--- config.mk ---
export PLATFORM = sky130hd
export DESIGN_NAME = fft16_out_reorder
export DESIGN_NICKNAME = d
export VERILOG_FILES = /design/src/rtl/fft16_out_reorder.sv
export SDC_FILE = /design/constraint.sdc
export NUM_CORES = 1
export LEC_CHECK = 0
export ABC_AREA = 0
export BUFFER_PORTS_ARGS = -buffer_cell sky130_fd_sc_hd__buf_4
export CAP_MARGIN = 25
export CELL_PAD_IN_SITES_DETAIL_PLACEMENT = 2
export CELL_PAD_IN_SITES_GLOBAL_PLACEMENT = 2
export CORE_MARGIN = 2
export CORE_UTILIZATION = 40
export CTS_CLUSTER_SIZE = 25
export DETAILED_ROUTE_END_ITERATION = 10
export HOLD_SLACK_MARGIN = 0.03
export PLACE_DENSITY_LB_ADDON = 0.05
export SYNTH_ARGS = -nofsm -noshare
export SYNTH_HDL_FRONTEND = slang
export SYNTH_SLANG_ARGS = --single-unit
export TNS_END_PERCENT = 30
--- constraint.sdc ---
create_clock -name clk -period 3.5 [get_ports clk]
set_clock_uncertainty 0.15 [all_clocks]
set_input_delay 0.7 -clock clk [delete_from_list [all_inputs] [get_ports clk]]
set_output_delay 0.7 -clock clk [all_outputs]
set_load 0.1 [all_outputs]
--- src/rtl/fft16_out_reorder.sv ---
// fft16_out_reorder: captures a bit-reversed 16-point FFT output stream into a
// two-bank ping-pong buffer and replays each frame in natural bin order under
// a valid/ready handshake. Frames arriving with no free bank are dropped (ovf).
module fft16_out_reorder #(
  parameter int N   = 8,
  parameter int PTS = 16
) (
  input  logic         clk,
  input  logic         clear,
  input  logic [N-1:0] y_r,
  input  logic [N-1:0] y_im,
  input  logic         in_valid,
  input  logic         in_first,
  output logic [N-1:0] out_r,
  output logic [N-1:0] out_im,
  output logic [3:0]   out_idx,
  output logic         out_valid,
  output logic         out_last,
  input  logic         out_ready,
  output logic         ovf
);

  localparam int AW = 4;
  localparam logic [AW-1:0] LAST = AW'(PTS - 1);

  typedef enum logic {W_IDLE, W_FILL} wstate_t;
  typedef enum logic {R_IDLE, R_SEND} rstate_t;

  wstate_t wstate, wstate_n;
  rstate_t rstate, rstate_n;

  logic [N-1:0]  mem_r  [2][PTS];
  logic [N-1:0]  mem_im [2][PTS];

  logic [1:0]    full;
  logic          wbank, rbank;
  logic [AW-1:0] wcnt, wcnt_n;

  logic          wr_en, fill_done, ovf_n;
  logic [AW-1:0] wr_addr;

  logic          hs, ld, ld_bank, rd_done, vld_clr, free_now;
  logic [AW-1:0] ld_idx;

  function automatic logic [AW-1:0] bitrev4(input logic [AW-1:0] b);
    return {b[0], b[1], b[2], b[3]};
  endfunction

  // The bin-15 handshake frees the read bank on the same edge a new frame may claim it.
  assign free_now = rd_done && (rbank == wbank);
  assign out_last = out_valid && (out_idx == LAST);

  // Write FSM: next state, write strobe/address, frame completion and drop pulse.
  always_comb begin
    wr_en     = 1'b0;
    wr_addr   = '0;
    wcnt_n    = wcnt;
    wstate_n  = wstate;
    fill_done = 1'b0;
    ovf_n     = 1'b0;
    unique case (wstate)
      W_IDLE: begin
        if (in_valid && in_first) begin
          if (!full[wbank] || free_now) begin
            wr_en    = 1'b1;
            wcnt_n   = AW'(1);
            wstate_n = W_FILL;
          end else begin
            ovf_n = 1'b1;
          end
        end
      end
      W_FILL: begin
        if (in_valid) begin
          wr_en = 1'b1;
          if (in_first) begin
            wcnt_n = AW'(1);
          end else begin
            wr_addr = bitrev4(wcnt);
            if (wcnt == LAST) begin
              fill_done = 1'b1;
              wcnt_n    = '0;
              wstate_n  = W_IDLE;
            end else begin
              wcnt_n = wcnt + AW'(1);
            end
          end
        end
      end
      default: ;
    endcase
  end

  // Read FSM: next state and which bank/bin to load into the output registers.
  always_comb begin
    hs       = out_valid && out_ready;
    ld       = 1'b0;
    ld_bank  = rbank;
    ld_idx   = '0;
    rd_done  = 1'b0;
    vld_clr  = 1'b0;
    rstate_n = rstate;
    unique case (rstate)
      R_IDLE: begin
        if (full[rbank]) begin
          ld       = 1'b1;
          rstate_n = R_SEND;
        end
      end
      R_SEND: begin
        if (hs) begin
          if (out_idx != LAST) begin
            ld     = 1'b1;
            ld_idx = out_idx + AW'(1);
          end else begin
            rd_done = 1'b1;
            if (full[~rbank]) begin
              ld      = 1'b1;
              ld_bank = ~rbank;
            end else begin
              vld_clr  = 1'b1;
              rstate_n = R_IDLE;
            end
          end
        end
      end
      default: ;
    endcase
  end

  // Sample storage; contents are meaningless unless the bank's full flag is set.
  always_ff @(posedge clk) begin
    if (wr_en) begin
      mem_r[wbank][wr_addr]  <= y_r;
      mem_im[wbank][wr_addr] <= y_im;
    end
  end

  // Control state, bank bookkeeping and registered outputs.
  always_ff @(posedge clk or negedge clear) begin
    if (!clear) begin
      wstate    <= W_IDLE;
      rstate    <= R_IDLE;
      wcnt      <= '0;
      wbank     <= 1'b0;
      rbank     <= 1'b0;
      full      <= '0;
      ovf       <= 1'b0;
      out_r     <= '0;
      out_im    <= '0;
      out_idx   <= '0;
      out_valid <= 1'b0;
    end else begin
      wstate <= wstate_n;
      rstate <= rstate_n;
      wcnt   <= wcnt_n;
      ovf    <= ovf_n;
      if (fill_done) begin
        full[wbank] <= 1'b1;
        wbank       <= ~wbank;
      end
      if (rd_done) begin
        full[rbank] <= 1'b0;
        rbank       <= ~rbank;
      end
      if (ld) begin
        out_r     <= mem_r[ld_bank][ld_idx];
        out_im    <= mem_im[ld_bank][ld_idx];
        out_idx   <= ld_idx;
        out_valid <= 1'b1;
      end else if (vld_clr) begin
        out_valid <= 1'b0;
      end
    end
  end

endmodule

==> metrics, run 1 <==
WS Path Type=reg -> reg; Worst Setup SP=out_idx[0]; adder-cell share of the synthesized area=0.114%; Post-Synth Simple-Gate Area=11.3%; hpwl dp=48.1 mm; Post-DP Area=0.0240 mm2; met1 Use GR=approximately two fifths; max_cap viols=0; # IOs=between 40 and 50; largest net degree at the start of global routing=66; Worst R2R End=out_r[0]; met3 Resource Use GR=4.03%; hold path startpoint=in_first; Synth Register Bits=544; asr flop ratio synth=5.88%; ant diodes=0; critical path peak fanout=32; xor/xnor share of the synthesized area=less than 1%; RSZ-0062 raised after global routing=no; compound-gate portion of the synthesized area=11.4%; DRT iter0 DRCs=between 1000 and 1500; Via density=roughly 6.2; synthesized area=0.0220 mm2; Clk Latency, worst-skew pair=630 ps; reg2reg setup slack=120 ps; Post-Synthesis Cells=approximately 1500; Layout area overhead=17.9%; Peak VDD IR=403 uV; remaining antenna violation count=0; die area=0.0568 mm2; slowest cell delay on critical path=510 ps; Finished Cell Area=0.0259 mm2; gr usage total=28.1%; critical path's top delay family=compound AO/OA/AOI/OAI gates; post-synthesis sequential area ratio=approximately three quarters; average size of a mapped cell=~14 um2; CTS Buffer Depth=3; Critical Path Start Type=flip-flop; largest family of logic cells by synthesized area=compound AO/OA/AOI/OAI gates; GRT Max-Usage Layer=met2; # fillers=just over 5000; status=finished, final reports clean; Layout Utilization=48.0%; termination of the worst setup path=out_r[0]; Relative slew margins=34.8%; Multi-input gate area=around 0.0054 mm2; Synth cell types=just under 60; Tot Pwr=13.4 mW; final-report setup violation count=0; CTS tree=done; period utilization=96.7%; Post-Route Setup TNS=0 ps; final net count=between 1500 and 2000; aggregate global routing overflow=0; Worst Path Required=about 3800 ps; CTS Buf Count=59; FP Rows=85; Final Critical Period=3380 ps; H-tree depth=2; Placeable Area=0.0540 mm2; Starting Density=40.7%; GP Congestion=0.825; most used cell, CP=buf_4; first-pass GRT wire length=about 110 mm; critical path, cell by cell=ha_2 > and3_1 > buf_4 > nand4_2 > buf_12 > a221oi_1 > a211oi_1 > buf_4 > a311oi_1 > nand4_1; port buffer count=43; DIE WIDTH=around 240 um; Max Clk Rate=296 MHz; Hold Crit Class=in -> reg; post-synth net total=1569; die height=about 240 um; cell type of the slowest stage on the worst timing path=a311oi_1; global-route met2 utilization=a little under half; worst slew pin tran=953 ps; stages on the worst setup path=10; clk root buf=clkbuf_16; DRT Pass-1 Iters=5; final hold vios=0; initial antenna violation count=2; CTS clk-pin slew, worst paths=60 ps; Residual DRC=0; crit path DAT=3710 ps; Pins Over Slew Limit=0; sinks on the clock net=544; Hold Slack=roughly 200 ps; multiplexer share of the synthesized area=0.968%; fraction of layout cells with a size suffix above 1=18.2%; crit path capture type=flip-flop; power density cells=519 mW/mm2; vias in the first global route=approximately 16000; Lkg Pwr=8.91 nW; EDFF count, synth=between 500 and 600; worst r2r src=out_idx[0]; Worst Reg-to-Reg Cells=10; FF+latch area=0.0162 mm2; DR vias=14940; Synth Warn #=0; crit path buf inv count=3; top_reg_cell synth=edfxtp_1; wire per inst=about 33 um; WL final=78.4 mm
## Yosys cell counts, types with 3 or more instances
library cell	count	share of area [%]
a2111oi_0	74	2.9
a211oi_1	18	0.61
a21oi_1	6	0.14
a221oi_1	24	0.96
a311oi_1	61	2.4
a31o_2	4	0.16
a31oi_1	32	0.91
a32oi_1	11	0.44
and2_1	4	0.11
and3_1	96	2.7
buf_1	11	0.19
buf_2	31	0.71
buf_4	3	0.10
clkbuf_1	84	1.4
dfrtp_1	32	3.6
edfxtp_1	512	70
mux2i_1	19	0.87
nand2_1	244	4.2
nand3_1	86	2.0
nand3b_1	4	0.14
nand4_1	16	0.46
nand4b_1	4	0.16
nor2_1	46	0.79
nor2b_1	3	0.085
nor3_1	7	0.16
o211ai_1	14	0.48
o21a_1	4	0.14
o21ai_0	32	0.73
o21bai_1	17	0.58
or3_1	4	0.11
## worst min-delay path: stages
cell,delay [ps]
buf_4,130
nand2_1,50
nor3_1,40
## worst min path at each step
stage / slack [ps] / depth (start not counted) / to
after global placement: 370 / 2 / out_im[1]
after CTS: 170 / 3 / ovf
final: 200 / 3 / ovf
after global routing: 200 / 3 / ovf
after floorplan: 250 / 0 / full[0]
after detailed placement: 380 / 2 / out_im[1]
## registers in the layout, indices dropped and copies added, names as in the netlist, 2 cells and up
name,count
full,2
wcnt,4
mem_r,256
out_im,8
out_idx,4
out_r,8
mem_im,256
## per-stage QoR
stage / instances / setup WS [ps]
after global routing: 2399 / 3.75
after global placement: 2289 / 38.6
after detailed placement: 2289 / -59.7
after CTS: 2399 / 0.791
after floorplan: 1546 / 8.81
final: 2399 / 116
## layout by cell type (no fill, tap or decap), types with 3 or more instances in the layout
cell,count
o211ai_1,14
clkinv_1,14
clkbuf_1,15
buf_4,157
nor2_1,26
clkbuf_8,3
clkbuf_16,59
a221oi_1,24
nand3_1,86
a31o_2,4
nand4b_1,4
dfrtp_2,4
buf_12,20
a311oi_2,3
a32oi_1,10
nand2_1,241
nor3_2,3
o21bai_1,16
bufinv_16,4
or3_1,4
edfxtp_1,512
a21oi_1,6
and2_1,4
o21ai_0,32
a31oi_1,32
nor2_4,3
and3_1,95
clkinv_2,12
a311oi_1,59
nand4_1,16
o21a_1,4
a211oi_1,18
nand3b_1,4
dfrtp_1,28
mux2i_1,19
nor2_2,18
a2111oi_0,72
nor2b_1,3
## layout make-up
| cell class | count | area share (%) |
|---|---|---|
| flip-flops and latches | 544 | 62.5 |
| multi-input cells | 870 | 21.0 |
| repair buffers | 178 | 6.13 |
| clock buffers | 77 | 6.08 |
| well taps | 696 | 3.36 |
| clock inverters | 32 | 0.961 |
| inverters | 2 | 0.0290 |
## repair_timing
| item | in CTS | in global routing |
|---|---|---|
| setup endpoints to repair | 2 | 79 |
| hold buffers | 1 | 0 |
| pin swaps | 0 | 1 |
| hold endpoints to repair | 32 | 0 |
| gates resized for setup | 2 | 7 |
| setup buffers | 0 | 0 |
## power breakdown
part | switching (mW) | total, mW | internal (mW) | leakage (nW)
combinational | 0.197 | 0.237 | 0.0403 | 2.98
clock | 2.59 | 6.03 | 3.44 | 0.896
sequential | 0.0213 | 7.18 | 7.16 | 5.03
## logic make-up (layout without fill, tap and decap cells)
| kind of cell | Yosys count | in the layout |
|---|---|---|
| mux | 21 | 21 |
| flops | 544 | 544 |
| fa+ha+maj | 2 | 2 |
| compound gates | 318 | 318 |
| simple gates | 525 | 525 |
| buf+inv | 132 | 289 |
| xor+xnor | 4 | 4 |
## per-layer routing
metal / part of all wire [%] / wire length [um]
met1: 44 / 34500
met2: 48 / 37700
met3: 5.5 / 4290
met4: 2.5 / 1990
met5: 0.023 / 18
(Power assumes the default switching activity.)
==> run 2: changes to the inputs <==
--- a/config.mk
+++ b/config.mk
@@ -5,7 +5,7 @@
 export SDC_FILE = /design/constraint.sdc
 export NUM_CORES = 1
 export LEC_CHECK = 0
-export ABC_AREA = 0
+export ABC_AREA = 1
 export BUFFER_PORTS_ARGS = -buffer_cell sky130_fd_sc_hd__buf_4
 export CAP_MARGIN = 25
 export CELL_PAD_IN_SITES_DETAIL_PLACEMENT = 2
==> constraint.sdc (replaced) <==
create_clock -name clk -period 4 [get_ports clk]
set_clock_uncertainty 0.15 [all_clocks]
set_input_delay 0.8 -clock clk [delete_from_list [all_inputs] [get_ports clk]]
set_output_delay 0.8 -clock clk [all_outputs]
set_load 0.1 [all_outputs]
==> metrics, run 2 <==
status=finished, final reports clean; critical path peak fanout=41; worst slew pin tran=around 840 ps; Layout area overhead=13.8%; Critical Path Start Type=flip-flop; top_reg_cell synth=edfxtp_1; Final Critical Period=3310 ps; Via density=about 5.6; crit path capture type=flip-flop; area share of the largest cell type after synthesis=64.0%; port buffer count=43; period utilization=about 83%; critical path, cell by cell=ha_1 > nand3_2 > inv_1 > nand3_1 > nand2_8 > buf_4 > nand3b_1 > nand3_1 > nand3_1 > nand3_1 > nand2_1 > nand2_1 > nand3_1; CTS tree=done; post-CTS setup buffer count=0; WS Path Type=reg -> reg; first-pass GRT wire length=~120 mm; die area=0.0620 mm2; Pins Over Slew Limit=0; max_cap viols=0; post-synthesis sequential area ratio=67.3%; Synth Register Bits=544; Synth cell types=29; Lkg Pwr=10.7 nW; cts hold-fix bufs=0; NetSw=6.62 mW; switching power share of the total=38.3%; WL final=83.5 mm; final-report setup violation count=0; logic gate share of total power=31.9%; wire per inst=27.3 um; count leader, synth=edfxtp_1; most common cell after layout, fill and taps aside=edfxtp_1; Post-Route Setup TNS=0 ps; vias in the first global route=approximately 19000; Peak VDD IR=703 uV; remaining antenna violation count=0; Layout Utilization=a little under half; Synth Warn #=0; Hold Crit Class=in -> async; FP Rows=between 80 and 90; # IOs=44; Placeable Area=around 0.06 mm2; initial antenna violation count=3; Largest regs=mem_im (256), mem_r (256); Residual DRC=0; post-synth net total=2218; synth cell count leaders=edfxtp_1 (512), nand3_1 (502), nand2_1 (389); crit path DAT=3650 ps; DIE WIDTH=249 um; Starting Density=40.5%; DRT Pass-1 Iters=7; Max Clk Rate=slightly above 300 MHz; sequential power share=between 30% and 40%; clk root buf=clkbuf_16; average size of a mapped cell=10.9 um2; Relative slew margins=~44%; most frequent cells in the layout=edfxtp_1 (512), nand3_1 (501), nand2_1 (388); CTS Buffer Depth=3; top post-synthesis cells by area=edfxtp_1 (64%), nand3_1 (10%), nand3b_1 (6.5%); final net count=around 2300; die height=approximately 250 um; GP Congestion=0.798; Worst Path Required=4340 ps; synthesized area=0.0240 mm2; RSZ-0062 raised after global routing=no; Clock power frac=29.3%; hpwl dp=48.4 mm; aggregate global routing overflow=0; largest net degree at the start of global routing=just under 90; asr flop ratio synth=5.88%; Clk Latency, worst-skew pair=630 ps; fraction of layout cells with a size suffix above 1=9.85%; H-tree depth=2; DR vias=17151; post_cts resized=0; power density cells=632 mW/mm2; Internal Dissipation=10.7 mW; slowest cell delay on critical path=around 500 ps; cell type of the slowest stage on the worst timing path=buf_4; EDFF count, synth=between 500 and 600; final hold vios=0; Post-Synthesis Cells=2195; DRT iter0 DRCs=1265; gr usage total=27.0%; most used cell, CP=nand3_1; leading area contributor after synthesis=edfxtp_1; CTS clk-pin slew, worst paths=~60 ps; sinks on the clock net=roughly 540; CTS Buf Count=59
## run 2: cell types whose count changed in the layout (fill, tap and decap cells not counted), sizes merged, moves of 62 or more
cell / delta
inv: +331
a311oi: -62
nand3b: +204
a2111oi: -74
nand3: +418
nand2: +147
and3: -96
## run 2: final cells by class
type                            count  area (um2)
Antenna cell                        3        7.51
Clock buffer                       89        1610
Clock inverter                     17         101
Fill cell                        6042       31900
Inverter                          334        1260
Multi-Input combinational cell   1182        6110
Sequential cell                   544       16200
Tap cell                          773         967
Timing Repair Buffer              119        1100
## run 2: cells by family (layout without fill, tap and decap cells)
group,count (synthesis),after routing,synth area share [%]
fa+ha+maj,2,2,0.104
compound gates,20,20,0.464
other cells,0,3,0
flops,544,544,67.3
simple gates,1158,1158,24.2
xor+xnor,2,2,0.0729
buf+inv,469,559,7.79
## run 2: critical path: cells and delay by family (launching register included)
family        cells  cell delay (ps)
flops             1              410
simple gates     10             1680
buf+inv           2              660
fa+ha+maj         1              230
## run 2: worst paths after layout
path / start / to / slack (ps) / cells after the start
min in group clk: in_first / ovf / 320 / 3
max: out_idx[1] / out_r[1] / 690 / 13
max reg2reg: out_idx[1] / out_r[1] / 690 / 13
min: clear / wcnt[1] / 40 / 1
max in group asynchronous: clear / out_r[6] / 3220 / 1
min reg2reg: wstate / ovf / 330 / 1
## run 2: through the flow
stage	setup WS, ps	cell area [um2]	hold slack [ps]	power (mW)	cells
6_report	688	27300	44.0	17.3	3061
5_1_grt	448	27300	65.3	18.0	3058
4_1_cts	655	27300	41.3	17.5	3058
3_5_place_dp	305	25600	328	12.4	2952
3_3_place_gp	192	25600	294	12.2	2951
2_1_floorplan	60.4	24000	282	10.2	2195
## run 2: power groups by stage
stage          registers, mW  clock network [mW]  logic [mW]
2_1_floorplan           7.48                   0        2.68
3_3_place_gp            6.82                   0        5.38
3_5_place_dp            6.83                   0        5.54
4_1_cts                 6.71                5.17        5.58
5_1_grt                 6.73                5.37        5.95
6_report                6.72                5.06        5.51
## run 2: metal layers
layer	up-vias	global-route usage (%)	routed length (um)
li1	7552	-	-
met5	-	0	13
met2	398	46.1	41100
met1	9079	36.2	36100
met4	2	8.18	2320
met3	120	3.21	3850
==> run 3: changes to the inputs <==
==> constraint.sdc (replaced) <==
create_clock -name clk -period 3.26 [get_ports clk]
set_clock_uncertainty 0.15 [all_clocks]
set_input_delay 0.652 -clock clk [delete_from_list [all_inputs] [get_ports clk]]
set_output_delay 0.652 -clock clk [all_outputs]
set_load 0.1 [all_outputs]
==> metrics, run 3 (same netlist as run 2, synthesis figures left out) <==
status=finished, final reports clean; Clk Latency, worst-skew pair=roughly 630 ps; port buffer count=43; WL final=85.3 mm; Finished Cell Area=0.0281 mm2; critical path, cell by cell=ha_1 > nand3_2 > nor2_4 > nand3_4 > nand2_8 > buf_12 > buf_4 > nand2_1 > nand3_1 > nand3_1 > nand3_1 > nand2_1 > nand2_1 > nand3_1; H-tree depth=2; cell type of the slowest stage on the worst timing path=dfrtp_2; Pins Over Slew Limit=0; period utilization=93.9%; crit path capture type=flip-flop; CTS tree=done; clk root buf=clkbuf_16; most used cell, CP=nand3_1; Final Critical Period=3060 ps; Via density=about 5.6; largest net degree at the start of global routing=between 70 and 80; GP Congestion=0.787; power density cells=787 mW/mm2; CTS Buf Count=60; die area=0.0620 mm2; Critical Path Start Type=flip-flop; # IOs=between 40 and 50; Largest regs=mem_im (256), mem_r (256); wire per inst=27.5 um; Hold Slack=183 ps; hpwl dp=51.3 mm; most common cell after layout, fill and taps aside=edfxtp_1; max_cap viols=0; Lkg Pwr=11.0 nW; CTS Buffer Depth=3; ant diodes=0; Max Clk Rate=327 MHz; DRT Pass-1 Iters=5; die height=249 um; critical path peak fanout=20; DIE WIDTH=249 um; Hold Crit Class=in -> reg; final-report setup violation count=0; Residual DRC=0; most frequent cells in the layout=edfxtp_1 (512), nand3_1 (499), nand2_1 (387); DRT iter0 DRCs=between 1500 and 2000; DR vias=17415; final hold vios=0; aggregate global routing overflow=0; Placeable Area=0.0592 mm2; CTS clk-pin slew, worst paths=60 ps; vias in the first global route=19050; fraction of layout cells with a size suffix above 1=between 10 and 15%; sinks on the clock net=544; WS Path Type=reg -> reg; Relative slew margins=45.3%; slowest cell delay on critical path=390 ps; Starting Density=40.5%; initial antenna violation count=5; first-pass GRT wire length=126 mm; post-CTS setup buffer count=0; Peak VDD IR=783 uV; final net count=2301; worst slew pin tran=821 ps; Worst Path Required=3600 ps; remaining antenna violation count=0; Post-DP Area=0.0262 mm2; FP Rows=approximately 90; Post-Route Setup TNS=0 ps; crit path DAT=between 3000 and 4000 ps; RSZ-0062 raised after global routing=no; Layout area overhead=17.2%; gr usage total=27.6%
[run 3: cell types whose count changed in the layout (fill, tap and decap cells not counted), sizes merged]
| cell | previous run | this run |
|---|---|---|
| diode | 3 | 0 |
| bufinv | 1 | 4 |
| clkbuf | 89 | 83 |
| dlygate4sd3 | 0 | 1 |
| inv | 334 | 333 |
| buf | 119 | 155 |
| clkinv | 16 | 26 |
[run 3: timing repair]
action,CTS,global route
endpoints found under the setup margin,0,7
hold endpoints to repair,32,0
hold buffers,1,0
resized for setup,0,5
[run 3: final cells by class]
class | instances | area [um2]
clock inverters | 29 | 230
well taps | 773 | 967
fillers | 5929 | 31100
multi-input cells | 1182 | 6140
flip-flops and latches | 544 | 16200
clock buffers | 83 | 1650
inverters | 334 | 1260
repair buffers | 156 | 1720
[run 3: worst paths after layout]
check / from / end / slack [ps] / cells past startpoint
worst min-delay path: in_first / ovf / 180 / 3
min in group asynchronous: clear / out_r[2] / 480 / 2
worst max register to register: out_idx[0] / out_im[5] / 200 / 14
worst min register to register: wstate / ovf / 350 / 1
worst max-delay path: out_idx[0] / out_im[5] / 200 / 14
max in group asynchronous: clear / out_idx[2] / 1960 / 2
[run 3: through the flow]
stage | util [%] | setup WS, ps | power [mW] | cells
6_report | 47.5 | 198 | 22.2 | 3101
5_1_grt | 47.5 | 6.26 | 23.0 | 3101
4_1_cts | 47.5 | 61.0 | 22.3 | 3101
3_5_place_dp | 44.3 | 43.1 | 15.6 | 2988
3_3_place_gp | 44.3 | 114 | 15.4 | 2988
2_1_floorplan | - | 106 | 12.5 | 2195
[run 3: worst max-delay path: cells and delay by family (launching register included)]
family / cells / cell delay [ps]
and+or+nand+nor: 11 / 1680
buffers and inverters: 2 / 480
DFF: 1 / 390
adders and majority gates: 1 / 210
[run 3: layer usage]
| layer | part of all wire, % | global-route usage (%) |
|---|---|---|
| met1 | 44 | 36.9 |
| met5 | 0.015 | 0 |
| met4 | 3.1 | 8.80 |
| met2 | 49 | 47.1 |
| met3 | 4.6 | 3.41 |
[run 3: power by group]
group	internal [mW]	switching, mW
registers	7.96	0.326
logic	1.95	5.26
clock network	3.82	2.83
